## src/rtl/input_accessory_pkg.sv

```systemverilog
// Shared definitions for the PL19/PL20 accessory channels: state encoding and
// default character geometry.
package input_accessory_pkg;

  localparam int unsigned ACC_CODE_W = 5;
  localparam int unsigned ACC_DEPTH  = 4;

  typedef enum logic [1:0] {
    IDLE,
    ARMED,
    SHIFT,
    ARMED_WAIT
  } acc_in_state_t;

endpackage

```

## src/rtl/acc_fifo.sv

```systemverilog
// Synchronous FIFO with push/pop, full/empty flags and occupancy count.
// Pointers carry one extra wrap bit so full and empty are distinguishable.
module acc_fifo #(
  parameter int unsigned WIDTH = 5,
  parameter int unsigned DEPTH = 4
) (
  input  logic                     clk,
  input  logic                     rst,
  input  logic                     push,
  input  logic                     pop,
  input  logic [WIDTH-1:0]         din,
  output logic [WIDTH-1:0]         dout,
  output logic                     full,
  output logic                     empty,
  output logic [$clog2(DEPTH):0]   count
);

  localparam int unsigned AW = $clog2(DEPTH);
  localparam logic [AW:0] PTR_ONE = (AW+1)'(1);

  logic [WIDTH-1:0] mem [DEPTH];
  logic [AW:0]      wr_ptr;
  logic [AW:0]      rd_ptr;
  logic             do_push;
  logic             do_pop;

  assign count   = wr_ptr - rd_ptr;
  assign empty   = (wr_ptr == rd_ptr);
  assign full    = (count == (AW+1)'(DEPTH));
  assign do_push = push & ~full;
  assign do_pop  = pop & ~empty;
  assign dout    = mem[rd_ptr[AW-1:0]];

  always_ff @(posedge clk) begin
    if (rst) begin
      wr_ptr <= '0;
      rd_ptr <= '0;
    end else begin
      if (do_push) begin
        mem[wr_ptr[AW-1:0]] <= din;
        wr_ptr              <= wr_ptr + PTR_ONE;
      end
      if (do_pop) begin
        rd_ptr <= rd_ptr + PTR_ONE;
      end
    end
  end

endmodule

```

## src/rtl/input_accessory.sv

```systemverilog
// PL19 accessory input responder: host-loaded character FIFO serialised MSB
// first, one bit per shift command, under computer start/stop control.
module input_accessory
  import input_accessory_pkg::*;
#(
  parameter int unsigned CODE_W = ACC_CODE_W,
  parameter int unsigned DEPTH  = ACC_DEPTH
) (
  input  logic              CLOCK,
  input  logic              rst,
  input  logic              PL19_START_INPUT,
  input  logic              PL19_STOP_INPUT,
  input  logic              PL19_SHIFT_CMD_M20,
  output logic              PL19_INPUT,
  input  logic [CODE_W-1:0] char_data,
  input  logic              char_valid,
  output logic              char_ready,
  output logic              reading,
  output logic              underrun
);

  localparam int unsigned CNT_W = $clog2(CODE_W + 1);

  acc_in_state_t        state_q, state_d;
  logic [CODE_W-1:0]    sr_q, sr_d;
  logic [CNT_W-1:0]     cnt_q, cnt_d;
  logic                 underrun_q, underrun_d;

  logic                 fifo_push;
  logic                 fifo_pop;
  logic [CODE_W-1:0]    fifo_dout;
  logic                 fifo_full;
  logic                 fifo_empty;
  logic [$clog2(DEPTH):0] fifo_count;

  assign char_ready = ~fifo_full;
  assign fifo_push  = char_valid & ~fifo_full;

  acc_fifo #(
    .WIDTH (CODE_W),
    .DEPTH (DEPTH)
  ) u_fifo (
    .clk   (CLOCK),
    .rst   (rst),
    .push  (fifo_push),
    .pop   (fifo_pop),
    .din   (char_data),
    .dout  (fifo_dout),
    .full  (fifo_full),
    .empty (fifo_empty),
    .count (fifo_count)
  );

  assert property (@(posedge CLOCK) disable iff (rst) fifo_empty == (fifo_count == '0));

  always_ff @(posedge CLOCK) begin
    if (rst) begin
      state_q    <= IDLE;
      sr_q       <= '0;
      cnt_q      <= '0;
      underrun_q <= 1'b0;
    end else begin
      state_q    <= state_d;
      sr_q       <= sr_d;
      cnt_q      <= cnt_d;
      underrun_q <= underrun_d;
    end
  end

  always_comb begin
    state_d    = state_q;
    sr_d       = sr_q;
    cnt_d      = cnt_q;
    underrun_d = underrun_q;
    fifo_pop   = 1'b0;
    if (PL19_STOP_INPUT) begin
      state_d = IDLE;
      sr_d    = '0;
      cnt_d   = '0;
    end else begin
      unique case (state_q)
        IDLE: begin
          if (PL19_START_INPUT) begin
            if (!fifo_empty) begin
              state_d    = ARMED;
              underrun_d = 1'b0;
            end else begin
              underrun_d = 1'b1;
            end
          end
        end
        ARMED: begin
          if (PL19_SHIFT_CMD_M20) underrun_d = 1'b1;
          if (!fifo_empty) begin
            fifo_pop = 1'b1;
            sr_d     = fifo_dout;
            cnt_d    = CNT_W'(CODE_W);
            state_d  = SHIFT;
          end
        end
        SHIFT: begin
          if (PL19_SHIFT_CMD_M20) begin
            // Last bit consumed: chain straight into the next code so
            // consecutive characters stream with no gap cycle.
            if (cnt_q == CNT_W'(1)) begin
              if (!fifo_empty) begin
                fifo_pop = 1'b1;
                sr_d     = fifo_dout;
                cnt_d    = CNT_W'(CODE_W);
              end else begin
                sr_d    = '0;
                cnt_d   = '0;
                state_d = ARMED_WAIT;
              end
            end else begin
              sr_d  = {sr_q[CODE_W-2:0], 1'b0};
              cnt_d = cnt_q - CNT_W'(1);
            end
          end
        end
        ARMED_WAIT: begin
          if (PL19_SHIFT_CMD_M20) underrun_d = 1'b1;
          if (fifo_push) state_d = ARMED;
        end
        default: state_d = IDLE;
      endcase
    end
  end

  assign PL19_INPUT = (state_q == SHIFT) & sr_q[CODE_W-1];
  assign reading    = (state_q == ARMED) | (state_q == SHIFT);
  assign underrun   = underrun_q;

endmodule

```

## config.mk

```make
export PLATFORM = sky130hd
export DESIGN_NAME = input_accessory
export DESIGN_NICKNAME = d
export VERILOG_FILES = /design/src/rtl/input_accessory_pkg.sv /design/src/rtl/acc_fifo.sv /design/src/rtl/input_accessory.sv
export SDC_FILE = /design/constraint.sdc
export NUM_CORES = 1
export LEC_CHECK = 0
export ABC_AREA = 1
export CAP_MARGIN = 20
export CORE_ASPECT_RATIO = 1.25
export CORE_MARGIN = 3
export CORE_UTILIZATION = 53
export CTS_BUF_LIST = sky130_fd_sc_hd__clkbuf_8
export CTS_CLUSTER_DIAMETER = 150
export DETAILED_ROUTE_END_ITERATION = 10
export DONT_BUFFER_PORTS = 1
export PLACE_DENSITY = 0.77
export SYNTH_ARGS = -nofsm -noshare
export SYNTH_HDL_FRONTEND = slang
export SYNTH_SLANG_ARGS = --single-unit
```

## constraint.sdc

```tcl
create_clock -name CLOCK -period 5.5 [get_ports CLOCK]
set_clock_uncertainty 0.05 [all_clocks]
set_input_delay 1.1 -clock CLOCK [delete_from_list [all_inputs] [get_ports CLOCK]]
set_output_delay 1.1 -clock CLOCK [all_outputs]
set_load 0.01 [all_outputs]
```

==> impl_summary.log, run 1 <==
INFO  metric run_status = finished, final reports clean
INFO  metric synth_fa_ha_area_share = 8.73%
INFO  metric global_route.usage.total = 17.3%
INFO  metric maxSlewHeadroom = 48.5%
INFO  metric hold_path_class = flop to flop
INFO  metric die_h = 74.8 um
INFO  metric remaining_drc_errors = 0
INFO  metric combPwrFrac = 14.1%
INFO  metric post_cts.resized_instances = 0
INFO  metric dominantRegCellSynth = sky130_fd_sc_hd__edfxtp_1
INFO  metric synth_commonest_cells = sky130_fd_sc_hd__nand2_1 (43), sky130_fd_sc_hd__inv_1 (26), sky130_fd_sc_hd__a21oi_1 (23)
INFO  metric p_leak = 0.854 nW
INFO  metric finalHoldViolations = 0
INFO  metric path_class = flop to output port
INFO  metric drt_first_pass_iters = 4
INFO  metric post_drt_via_cell_ratio = 5.31
INFO  metric finalNetCount = 252
INFO  metric detailedPlacementHpwl = 2.53 mm
INFO  metric ys.warnings.count = 0
INFO  metric synth.mux.area_fraction = 0%
INFO  metric placementRows = 24
INFO  metric simple_gate_portion_of_the_synthesized_area = 21.1%
INFO  metric synth.ff_latch_count = 39
INFO  metric number_of_synthesized_flops_with_an_enable_pin = 20
INFO  metric io_pins = 15
INFO  metric synth-compound-area-share = 12.7%
INFO  metric number_of_clock_buffers_inserted_by_tritoncts = 5
INFO  metric horizontal_die_dimension = 61.0 um
INFO  metric hold_buffer_count_at_cts = 0
INFO  metric setup.worst_path.start_class = flop
INFO  metric crit_path_max_fanout = 5
INFO  metric synth_top_family_by_area = simple AND/OR/NAND/NOR gates
INFO  metric cts_setup_buffers = 0
INFO  metric place_congestion = 0.871
INFO  metric synthCells = 224
INFO  metric min_delay_worst_endpoint = cnt_q[1]$_SDFFE_PP0P_
INFO  metric drt_iter0_markers = 52
INFO  metric largest_voltage_drop_on_the_vdd_net = 0.198 mV
INFO  metric worst_hold_path.num_cells = 2
INFO  metric min-delay-start = cnt_q[1]$_SDFFE_PP0P_
INFO  metric ant_nets = 0
INFO  metric p_sw = 0.000172 W
INFO  metric core_region_area = 0.00357 mm^2
INFO  metric p_per_area = 308 mW/mm^2
INFO  metric crit_required = 4.35 ns
INFO  metric worst_slew_pin_slew = 0.770 ns
INFO  metric grt_antenna_before_repair = 0
INFO  metric worst_r2r_path_depth = 9
INFO  metric synth_cell_types = 29
INFO  metric tritoncts = done
INFO  metric h_tree_depth = 2
INFO  metric ys_async_sr_fraction = 0%
INFO  metric drive_gt1_share = 11.8%
INFO  metric pwr-share-seq = 49.6%
INFO  metric place.port_buffers = 0
INFO  metric worst_r2r_startpoint = u_fifo.rd_ptr[1]$_SDFFE_PP0P_
INFO  metric synth.top_cells.by_area = sky130_fd_sc_hd__edfxtp_1 (30%), sky130_fd_sc_hd__dfxtp_1 (19%), sky130_fd_sc_hd__ha_1 (8.7%)
INFO  metric global_route_wire_length_before_repair = 5.67 mm
INFO  metric drv_slew = 0
INFO  metric num_antenna_cells = 0
INFO  metric power.total = 0.000658 W
INFO  metric synth.avg_cell_area = 8.95 um^2
INFO  metric areaGrowthSynthToFinish = 6.55%
INFO  metric layout_worst_path_cycle_share = 46.0%
INFO  metric cts-root-to-sink-buffers = 2
INFO  metric wl = 3.43 mm
INFO  metric report.final.setup_viol = 0
INFO  metric power.share.switching = 26.2%
INFO  metric synth.yosys.seq_area_share = 48.9%
INFO  metric grt_setup_unrepaired = no
INFO  metric cts_root_buffer = sky130_fd_sc_hd__clkbuf_8
INFO  metric post_route_setup_tns = 0 ns
INFO  metric synth.largest_area_cell = sky130_fd_sc_hd__edfxtp_1
INFO  metric clk_pin_slew = 0.08 ns
INFO  metric post-synth-top-area-fraction = 29.9%
INFO  metric worst_setup_path_end_kind = output port
INFO  metric critical_path_arrival = 1.38 ns
INFO  metric fillers = 320
INFO  metric power.share.clock = 36.2%
INFO  metric pin_count_of_the_biggest_net_entering_global_routing = 15
INFO  metric route.vias.total = 1418
INFO  metric power_report.internal_total = 0.000486 W
INFO  metric cell_area_after_synthesis = 0.00201 mm^2
INFO  metric initial_core_util = 56.1%
INFO  metric global_route_overflow = 0
INFO  metric maxClockFrequency = 395 MHz
INFO  metric cap_viol_max_count = 0
INFO  metric post_synth_xor_area_fraction = 0.873%
INFO  metric critical_path.reg2reg.endpoint = u_fifo.mem[0][4]$_DFFE_PP_
INFO  metric post-synth-top-count-cell = sky130_fd_sc_hd__nand2_1
INFO  metric grt_pass1_vias = 1313
INFO  metric clk-insertion-delay-late = 0.29 ns
INFO  metric post_drt_wl_per_cell = 12.8 um
INFO  metric min_period = 2.53 ns
INFO  metric design.die.area = 0.00456 mm^2
INFO  metric numClockSinks = 39
INFO  metric worst_setup_slack_for_register_to_register_paths = 3.38 ns
INFO  metric synth_net_count = 249
final cells by class:
class                      count  area (um^2)  area share, %
sequential                    39          981           45.9
multi-input combinational    150          871           40.7
inverter                      31          121           5.68
clock buffer                   5         68.8           3.22
tap                           39         48.8           2.28
clock inverter                 3         46.3           2.17
state kept, by name (all words and copies together), names as in the netlist, named ones only:
register / flops
cnt_q: 3
u_fifo.wr_ptr: 3
underrun: 1
sr_q: 5
u_fifo.mem: 20
state_q: 2
u_fifo.rd_ptr: 3
critical path: stages (launching register included):
cell and delay (ns):
sky130_fd_sc_hd__dfxtp_1 0.36, sky130_fd_sc_hd__inv_1 0.10, sky130_fd_sc_hd__ha_1 0.28, sky130_fd_sc_hd__nand2_1 0.05, sky130_fd_sc_hd__inv_1 0.15, sky130_fd_sc_hd__nand3_2 0.15
cells in the final DEF (no fill, tap or decap), drive strengths merged:
cell type	Yosys	routed
nand4	2	2
a21oi	24	24
a21boi	1	1
clkinv	1	1
xor2	2	2
bufinv	0	1
clkbuf	1	5
ha	14	14
nor3	2	2
edfxtp	20	20
inv	30	31
nand2	52	52
nor2	22	22
o21a	1	1
nand3	13	13
o21ai	12	12
clkinvlp	0	1
a32oi	5	5
dfxtp	19	19
through the flow:
stage / util [%] / setup slack [ns] / hold slack, ns / cell area (um^2) / std cells
2_1_floorplan: - / 3.35 / 0.401 / 2010 / 224
3_3_place_gp: 56.6 / 3.30 / 0.414 / 2020 / 259
3_5_place_dp: 56.6 / 3.28 / 0.432 / 2020 / 259
4_1_cts: 59.8 / 2.94 / 0.443 / 2140 / 267
5_1_grt: 59.8 / 2.85 / 0.455 / 2140 / 267
6_report: 59.8 / 2.97 / 0.446 / 2140 / 267
logic make-up after synthesis:
logic type,after synthesis
AOI/OAI and AO/OA,43
xor gates and xnor gates,2
buffers and inverters,35
adders and majority gates,14
DFF,39
and+or+nand+nor,91
power groups by stage:
stage / Sequential, W / Combinational (W) / Clock (W)
after floorplan: 0.000331 / 0.0000833 / 0
after CTS: 0.000327 / 0.0000933 / 0.000244
after global routing: 0.000328 / 0.000108 / 0.000256
after global placement: 0.000333 / 0.0000915 / 0
final: 0.000327 / 0.0000930 / 0.000238
after detailed placement: 0.000333 / 0.0000930 / 0
metal layers:
layer | wire, um | vias up | track usage (%)
met1 | 1520 | 645 | 20.9
met2 | 1690 | 19 | 26.8
met4 | 79 | 0 | 10.4
met3 | 139 | 5 | 5.15
met5 | 0 | - | 0
li1 | - | 749 | -
how the worst max path moves through the flow:
stage	cells after the start	slack [ns]	endpoint	from
2_1_floorplan	5	3.35	char_ready	u_fifo.wr_ptr[0]$_SDFFE_PP0N_
3_3_place_gp	5	3.30	char_ready	u_fifo.wr_ptr[0]$_SDFFE_PP0N_
3_5_place_dp	5	3.28	char_ready	u_fifo.wr_ptr[0]$_SDFFE_PP0N_
4_1_cts	5	2.94	char_ready	u_fifo.wr_ptr[0]$_SDFFE_PP0N_
5_1_grt	5	2.85	char_ready	u_fifo.wr_ptr[0]$_SDFFE_PP0N_
6_report	5	2.97	char_ready	u_fifo.wr_ptr[0]$_SDFFE_PP0N_
Note: power is estimated with default switching activity, not from simulation.
==> run 2, diff against run 1 <==
--- a/config.mk
+++ b/config.mk
@@ -14,7 +14,7 @@
 export CTS_CLUSTER_DIAMETER = 150
 export DETAILED_ROUTE_END_ITERATION = 10
 export DONT_BUFFER_PORTS = 1
-export PLACE_DENSITY = 0.77
+export PLACE_DENSITY = 0.8
 export SYNTH_ARGS = -nofsm -noshare
 export SYNTH_HDL_FRONTEND = slang
 export SYNTH_SLANG_ARGS = --single-unit
==> constraint.sdc (replaced) <==
create_clock -name CLOCK -period 2.2 [get_ports CLOCK]
set_clock_uncertainty 0.05 [all_clocks]
set_input_delay 0.44 -clock CLOCK [delete_from_list [all_inputs] [get_ports CLOCK]]
set_output_delay 0.44 -clock CLOCK [all_outputs]
set_load 0.01 [all_outputs]
==> impl_summary.log, run 2 (synthesis gave the netlist of run 1 again) <==
INFO  metric run_status = finished, final reports clean
INFO  metric numClockSinks = 39 (unchanged)
INFO  metric min_period = 2.05 ns
INFO  metric clk-insertion-delay-late = 0.30 ns (about the same)
INFO  metric place.port_buffers = 0 (unchanged)
INFO  metric p_per_area = 733 mW/mm^2 (+140%)
INFO  metric maxSlewHeadroom = 50.3% (+1.8 points)
INFO  metric clk_pin_slew = 0.07 ns (about the same)
INFO  metric cap_viol_max_count = 0 (unchanged)
INFO  metric path_class = flop to flop
INFO  metric placementRows = 24 (unchanged)
INFO  metric mostFrequentLayoutCell = sky130_fd_sc_hd__nand2_1
INFO  metric drt_iter0_markers = 37 (-29%)
INFO  metric critical_path_arrival = 1.95 ns (+0.57 ns)
INFO  metric num_antenna_cells = 0 (unchanged)
INFO  metric power_report.internal_total = 0.00113 W (+130%)
INFO  metric final_cell_mix = sky130_fd_sc_hd__nand2_1 (43), sky130_fd_sc_hd__inv_1 (26), sky130_fd_sc_hd__a21oi_1 (23)
INFO  metric post-place-ws = 0.160 ns (-3.12 ns)
INFO  metric place_congestion = 0.814 (-6.5%)
INFO  metric cts-root-to-sink-buffers = 2 (unchanged)
INFO  metric combPwrFrac = 15.5% (+1.4 points)
INFO  metric global_route_wire_length_before_repair = 6.29 mm (+11%)
INFO  metric largest_reg_flops = 20 (unchanged)
INFO  metric drv_slew = 0 (unchanged)
INFO  metric crit_path_max_fanout = 5 (unchanged)
INFO  metric power.share.clock = 32.3% (-3.9 points)
INFO  metric cts_setup_buffers = 0 (unchanged)
INFO  metric ant_nets = 0 (unchanged)
INFO  metric grt_setup_unrepaired = yes
INFO  metric crit_required = 2.10 ns (-2.25 ns)
INFO  metric post_route_setup_tns = 0 ns (unchanged)
INFO  metric drt_first_pass_iters = 4 (unchanged)
INFO  metric global_route_overflow = 0 (unchanged)
INFO  metric power.share.switching = 27.9% (+1.7 points)
INFO  metric report.final.setup_viol = 0 (unchanged)
INFO  metric p_leak = 0.854 nW (about the same)
INFO  metric worst_slew_pin_slew = 0.743 ns (-0.0272 ns)
INFO  metric h_tree_depth = 2 (unchanged)
INFO  metric p_sw = 0.000436 W (+150%)
INFO  metric core_region_area = 0.00357 mm^2 (unchanged)
INFO  metric fin_ws = 0.153 ns (-2.82 ns)
INFO  metric grt_antenna_before_repair = 0 (unchanged)
INFO  metric fillers = 300 (-6.3%)
INFO  metric layout_worst_path_cycle_share = 93.1%
INFO  metric post_drt_wl_per_cell = 14.2 um (+10%)
INFO  metric tritoncts = done
INFO  metric finalNetCount = 254 (+0.79%)
INFO  metric remaining_drc_errors = 0 (unchanged)
INFO  metric largest_voltage_drop_on_the_vdd_net = 0.470 mV (+140%)
INFO  metric number_of_clock_buffers_inserted_by_tritoncts = 5 (unchanged)
INFO  metric wl = 3.81 mm (+11%)
INFO  metric global_route.usage.total = 19.1% (+1.8 points)
INFO  metric horizontal_die_dimension = 61.0 um (unchanged)
INFO  metric hold_path_class = input pin to flop
INFO  metric pin_count_of_the_biggest_net_entering_global_routing = 15 (unchanged)
INFO  metric initial_core_util = 56.1% (unchanged)
INFO  metric areaGrowthSynthToFinish = 6.49% (about the same)
INFO  metric drive_gt1_share = 13.0% (+1.2 points)
INFO  metric worst_setup_path_end_kind = flop
INFO  metric pwr-share-seq = 52.2% (+2.6 points)
INFO  metric route.vias.total = 1480 (+4.4%)
INFO  metric design.die.area = 0.00456 mm^2 (unchanged)
INFO  metric cts_root_buffer = sky130_fd_sc_hd__clkbuf_8
INFO  metric setup.worst_path.start_class = flop
INFO  metric grt_pass1_vias = 1406 (+7.1%)
INFO  metric post_drt_via_cell_ratio = 5.50 (+3.6%)
INFO  metric detailedPlacementHpwl = 2.79 mm (+11%)
INFO  metric maxClockFrequency = 488 MHz
INFO  metric finalHoldViolations = 0 (unchanged)
INFO  metric die_h = 74.8 um (unchanged)
INFO  metric io_pins = 15 (unchanged)
## run 2: cell types whose count changed in the layout (fill, tap and decap cells not counted), sizes merged
cell	change
buf	+2
clkinv	+1
inv	-1
clkbuf	+1
bufinv	-1
## run 2: area by class of cell
| type | count | area (um^2) | share of cell area [%] |
|---|---|---|---|
| clock buffer | 6 | 82.6 | 3.87 |
| clock inverter | 2 | 11.3 | 0.527 |
| inverter | 31 | 121 | 5.68 |
| multi-input combinational | 150 | 876 | 41.0 |
| sequential | 39 | 981 | 45.9 |
| tap | 39 | 48.8 | 2.28 |
| timing repair buffer | 2 | 15.0 | 0.703 |
## run 2: power by group through the flow
stage | logic [W] | registers, W | clock network (W)
detailed placement | 0.000239 | 0.000834 | 0
floorplan | 0.000208 | 0.000828 | 0
finish | 0.000242 | 0.000818 | 0.000505
global route | 0.000276 | 0.000821 | 0.000547
CTS | 0.000241 | 0.000817 | 0.000511
global placement | 0.000235 | 0.000833 | 0
## run 2: per-layer routing
layer | vias up | GRT usage [%] | share of wire (%)
met5 | - | 0 | 0
met2 | 42 | 31.2 | 50
li1 | 750 | - | -
met1 | 674 | 21.7 | 40
met4 | 0 | 10.8 | 3.6
met3 | 14 | 6.17 | 5.7
## run 2: through the flow
step | total power, W | hold slack, ns | util (%) | std cells | cell area [um^2]
5_1_grt | 0.00164 | 0.141 | 59.8 | 269 | 2140
4_1_cts | 0.00157 | 0.148 | 59.6 | 269 | 2130
3_3_place_gp | 0.00107 | 0.419 | 57.0 | 261 | 2040
6_report | 0.00156 | 0.155 | 59.8 | 269 | 2140
2_1_floorplan | 0.00104 | 0.401 | - | 224 | 2010
3_5_place_dp | 0.00107 | 0.432 | 57.0 | 261 | 2040
## run 2: timing repair
action,CTS,global route
endpoints found under the setup margin,0,20
hold buffers,0,0
resized for setup,0,2
## run 2: path summary, 6_finish.rpt
path	from	cells after the start	slack [ns]	end
worst max-delay path	u_fifo.wr_ptr[0]$_SDFFE_PP0N_	9	0.15	u_fifo.mem[3][3]$_DFFE_PP_
worst max register to register	u_fifo.wr_ptr[0]$_SDFFE_PP0N_	9	0.15	u_fifo.mem[3][3]$_DFFE_PP_
worst min register to register	cnt_q[1]$_SDFFE_PP0P_	2	0.44	cnt_q[1]$_SDFFE_PP0P_
worst min-delay path	rst	1	0.15	u_fifo.wr_ptr[2]$_SDFFE_PP0N_
## run 2: worst max-delay path, stage by stage (launching register included)
cell and delay (ns):
sky130_fd_sc_hd__dfxtp_1 0.36, sky130_fd_sc_hd__inv_1 0.12, sky130_fd_sc_hd__ha_1 0.28, sky130_fd_sc_hd__nand2_1 0.06, sky130_fd_sc_hd__inv_1 0.09, sky130_fd_sc_hd__nand3_2 0.13
sky130_fd_sc_hd__nand2_2 0.07, sky130_fd_sc_hd__inv_1 0.06, sky130_fd_sc_hd__nand2_1 0.12, sky130_fd_sc_hd__nor2_1 0.36
==> RTL change (settings of run 1) <==
The 4 states of `acc_in_state_t` get a Gray code encoding in 2 bits.
--- a/src/rtl/input_accessory_pkg.sv
+++ b/src/rtl/input_accessory_pkg.sv
@@ -8,6 +8,6 @@
   typedef enum logic [1:0] {
-    IDLE,
-    ARMED,
-    SHIFT,
-    ARMED_WAIT
+    IDLE       = 2'b00,
+    ARMED      = 2'b01,
+    SHIFT      = 2'b11,
+    ARMED_WAIT = 2'b10
   } acc_in_state_t;
Behaviour: no difference found for any inputs over 10 cycles, from zero or initial values and one cycle with rst high; not proved beyond that.
==> RTL change against run 1 <==
Sequential cell count stayed put; power is 6.8% lower; cell area is 1.9% lower; setup slack worse by 45 ps; via count is 2.8% higher; area after synthesis is 1.8% lower; cell count is 3.4% higher; wire length hardly changed; critical endpoint unchanged.
==> RTL change: results (changes against run 1) <==
Outcome
  – Run status: finished clean (unchanged)

STA
  – Hold WS: 422 ps (was 446 ps)
  – Slew @ Worst Pin: 441 ps (was 770 ps)

Synthesis
  – Xor/xnor share of the synthesized area: 0.00445 (was 0.00873)
  – Main area contributors after synthesis: edfxtp_1 (30%), dfxtp_1 (19%), nand2_1 (8.6%), ha_1 (8.3%), inv_1 (6.3%) (was edfxtp_1 (30%), dfxtp_1 (19%), ha_1 (8.7%), nand2_1 (8.0%), a21oi_1 (5.7%))
  – Commonest cells in the netlist: nand2_1 (45), inv_1 (33), nor2_1 (29) (was nand2_1 (43), inv_1 (26), a21oi_1 (23))
  – Synth unique cells: 27 (was 29)
  – Post-Synth Adder-Cell Area: 0.0826 (was 0.0873)
  – Sequential-to-total area share from yosys stat: 0.498 (was 0.489)
  – Compound-Gate Fraction of Synth Area: 0.121 (was 0.127)

Place
  – Final GP Congestion: 0.808 (was 0.871)
  – Detailed placement HPWL: 2500 microns (was 2530 microns)

Power and ir drop
  – VDD IR max: 0.171 mV (was 0.198 mV)
  – LEAKAGE: 0.880 nW (was 0.854 nW)

Route
  – DRT iter0 DRCs: 30 (was 52)
  – DR vias/cell: 5.28 (was 5.31)
  – Wire per inst: 12.4 microns (was 12.8 microns)

GRT
  – All-Layer GR Usage: 0.175 (was 0.173)
  – Number of global-route vias before repair: 1,352 (was 1,313)
  – Initial antenna violation count: 0 (unchanged)
  – First-pass GRT wire length: 5820 microns (was 5670 microns)
  – Largest net degree at the start of global routing: 16 (was 15)

CTS
  – Clock Latency Late Sink: about 300 ps

Worst setup path
  – Max incr delay on CP: 360 ps (about the same)
  – Reg2Reg Setup Slack: 3520 ps (was 3380 ps)
  – Worst r2r dst: u_fifo.mem[3][0]$_DFFE_PP_ (was u_fifo.mem[0][4]$_DFFE_PP_)
  – Top delay family on crit path: flip-flops (unchanged)
  – Crit path DAT: 1430 ps (was 1380 ps)
  – Reg2Reg Depth: 7 (was 9)

Hold path
  – Worst Hold End: cnt_q[1]$_SDFFE_PP0P_ (unchanged)
  – Hold Crit Depth: 2 (unchanged)

Final layout
  – Layout cell share with drive strength beyond 1: 0.0928 (was 0.118)
  – Fillers: 314 (was 320)
  – Max reg flops: 20 (unchanged)
  – Nets: 260 (was 252)
RTL change: per-stage QoR:
step                cell area (sq um)  std cells  utilization  setup WS, ps
finish                           2100        276        0.591          2920
global placement                 2000        268        0.565          3280
floorplan                        1970        231            -          3350
detailed placement               2000        268        0.565          3240
CTS                              2100        276        0.591          2900
global route                     2100        276        0.591          2830
RTL change: cell families after synthesis:
kind of cell	count (synthesis)
AND/OR/NAND/NOR	96
AO/OA/AOI/OAI	44
flip-flops	39
buffers and inverters	38
adder cells (fa/ha/maj)	13
XOR/XNOR	1
RTL change: worst max-delay path by stage:
stage / slack (ps) / start / cells past startpoint / end
after global placement: 3280 / u_fifo.wr_ptr[0]$_SDFFE_PP0N_ / 5 / char_ready
after floorplan: 3350 / u_fifo.wr_ptr[0]$_SDFFE_PP0N_ / 5 / char_ready
after global routing: 2830 / u_fifo.wr_ptr[0]$_SDFFE_PP0N_ / 5 / char_ready
final: 2920 / u_fifo.wr_ptr[0]$_SDFFE_PP0N_ / 5 / char_ready
after CTS: 2900 / u_fifo.wr_ptr[0]$_SDFFE_PP0N_ / 5 / char_ready
after detailed placement: 3240 / u_fifo.wr_ptr[0]$_SDFFE_PP0N_ / 5 / char_ready
RTL change: area by class of cell:
cell class	instances	area [sq um]	area share
inverter	36	135	0.0645
clock inverter	3	23.8	0.0113
multi-input combinational	154	838	0.400
sequential	39	981	0.468
clock buffer	5	68.8	0.0328
tap	39	48.8	0.0233
RTL change: layer usage:
metal	vias up	share of wire	track usage	routed length [microns]
li1	756	-	-	-
met3	8	0.043	0.0503	148
met4	0	0.023	0.0940	80
met2	25	0.51	0.298	1740
met5	-	0	0	0
met1	668	0.42	0.195	1450
RTL change: worst reg2reg max path, cell delays in order (launching register included):
cell and delay [ps]:
dfxtp_1 360, inv_1 50, ha_1 320, a21oi_1 150
nand2_1 70, nand3_2 110, nand3_1 150, nor2_1 370
RTL change: power breakdown:
part / switching [W] / internal (W)
logic: 0.0000541 / 0.0000295
clock network: 0.000113 / 0.0000906
registers: 0.00000814 / 0.000318
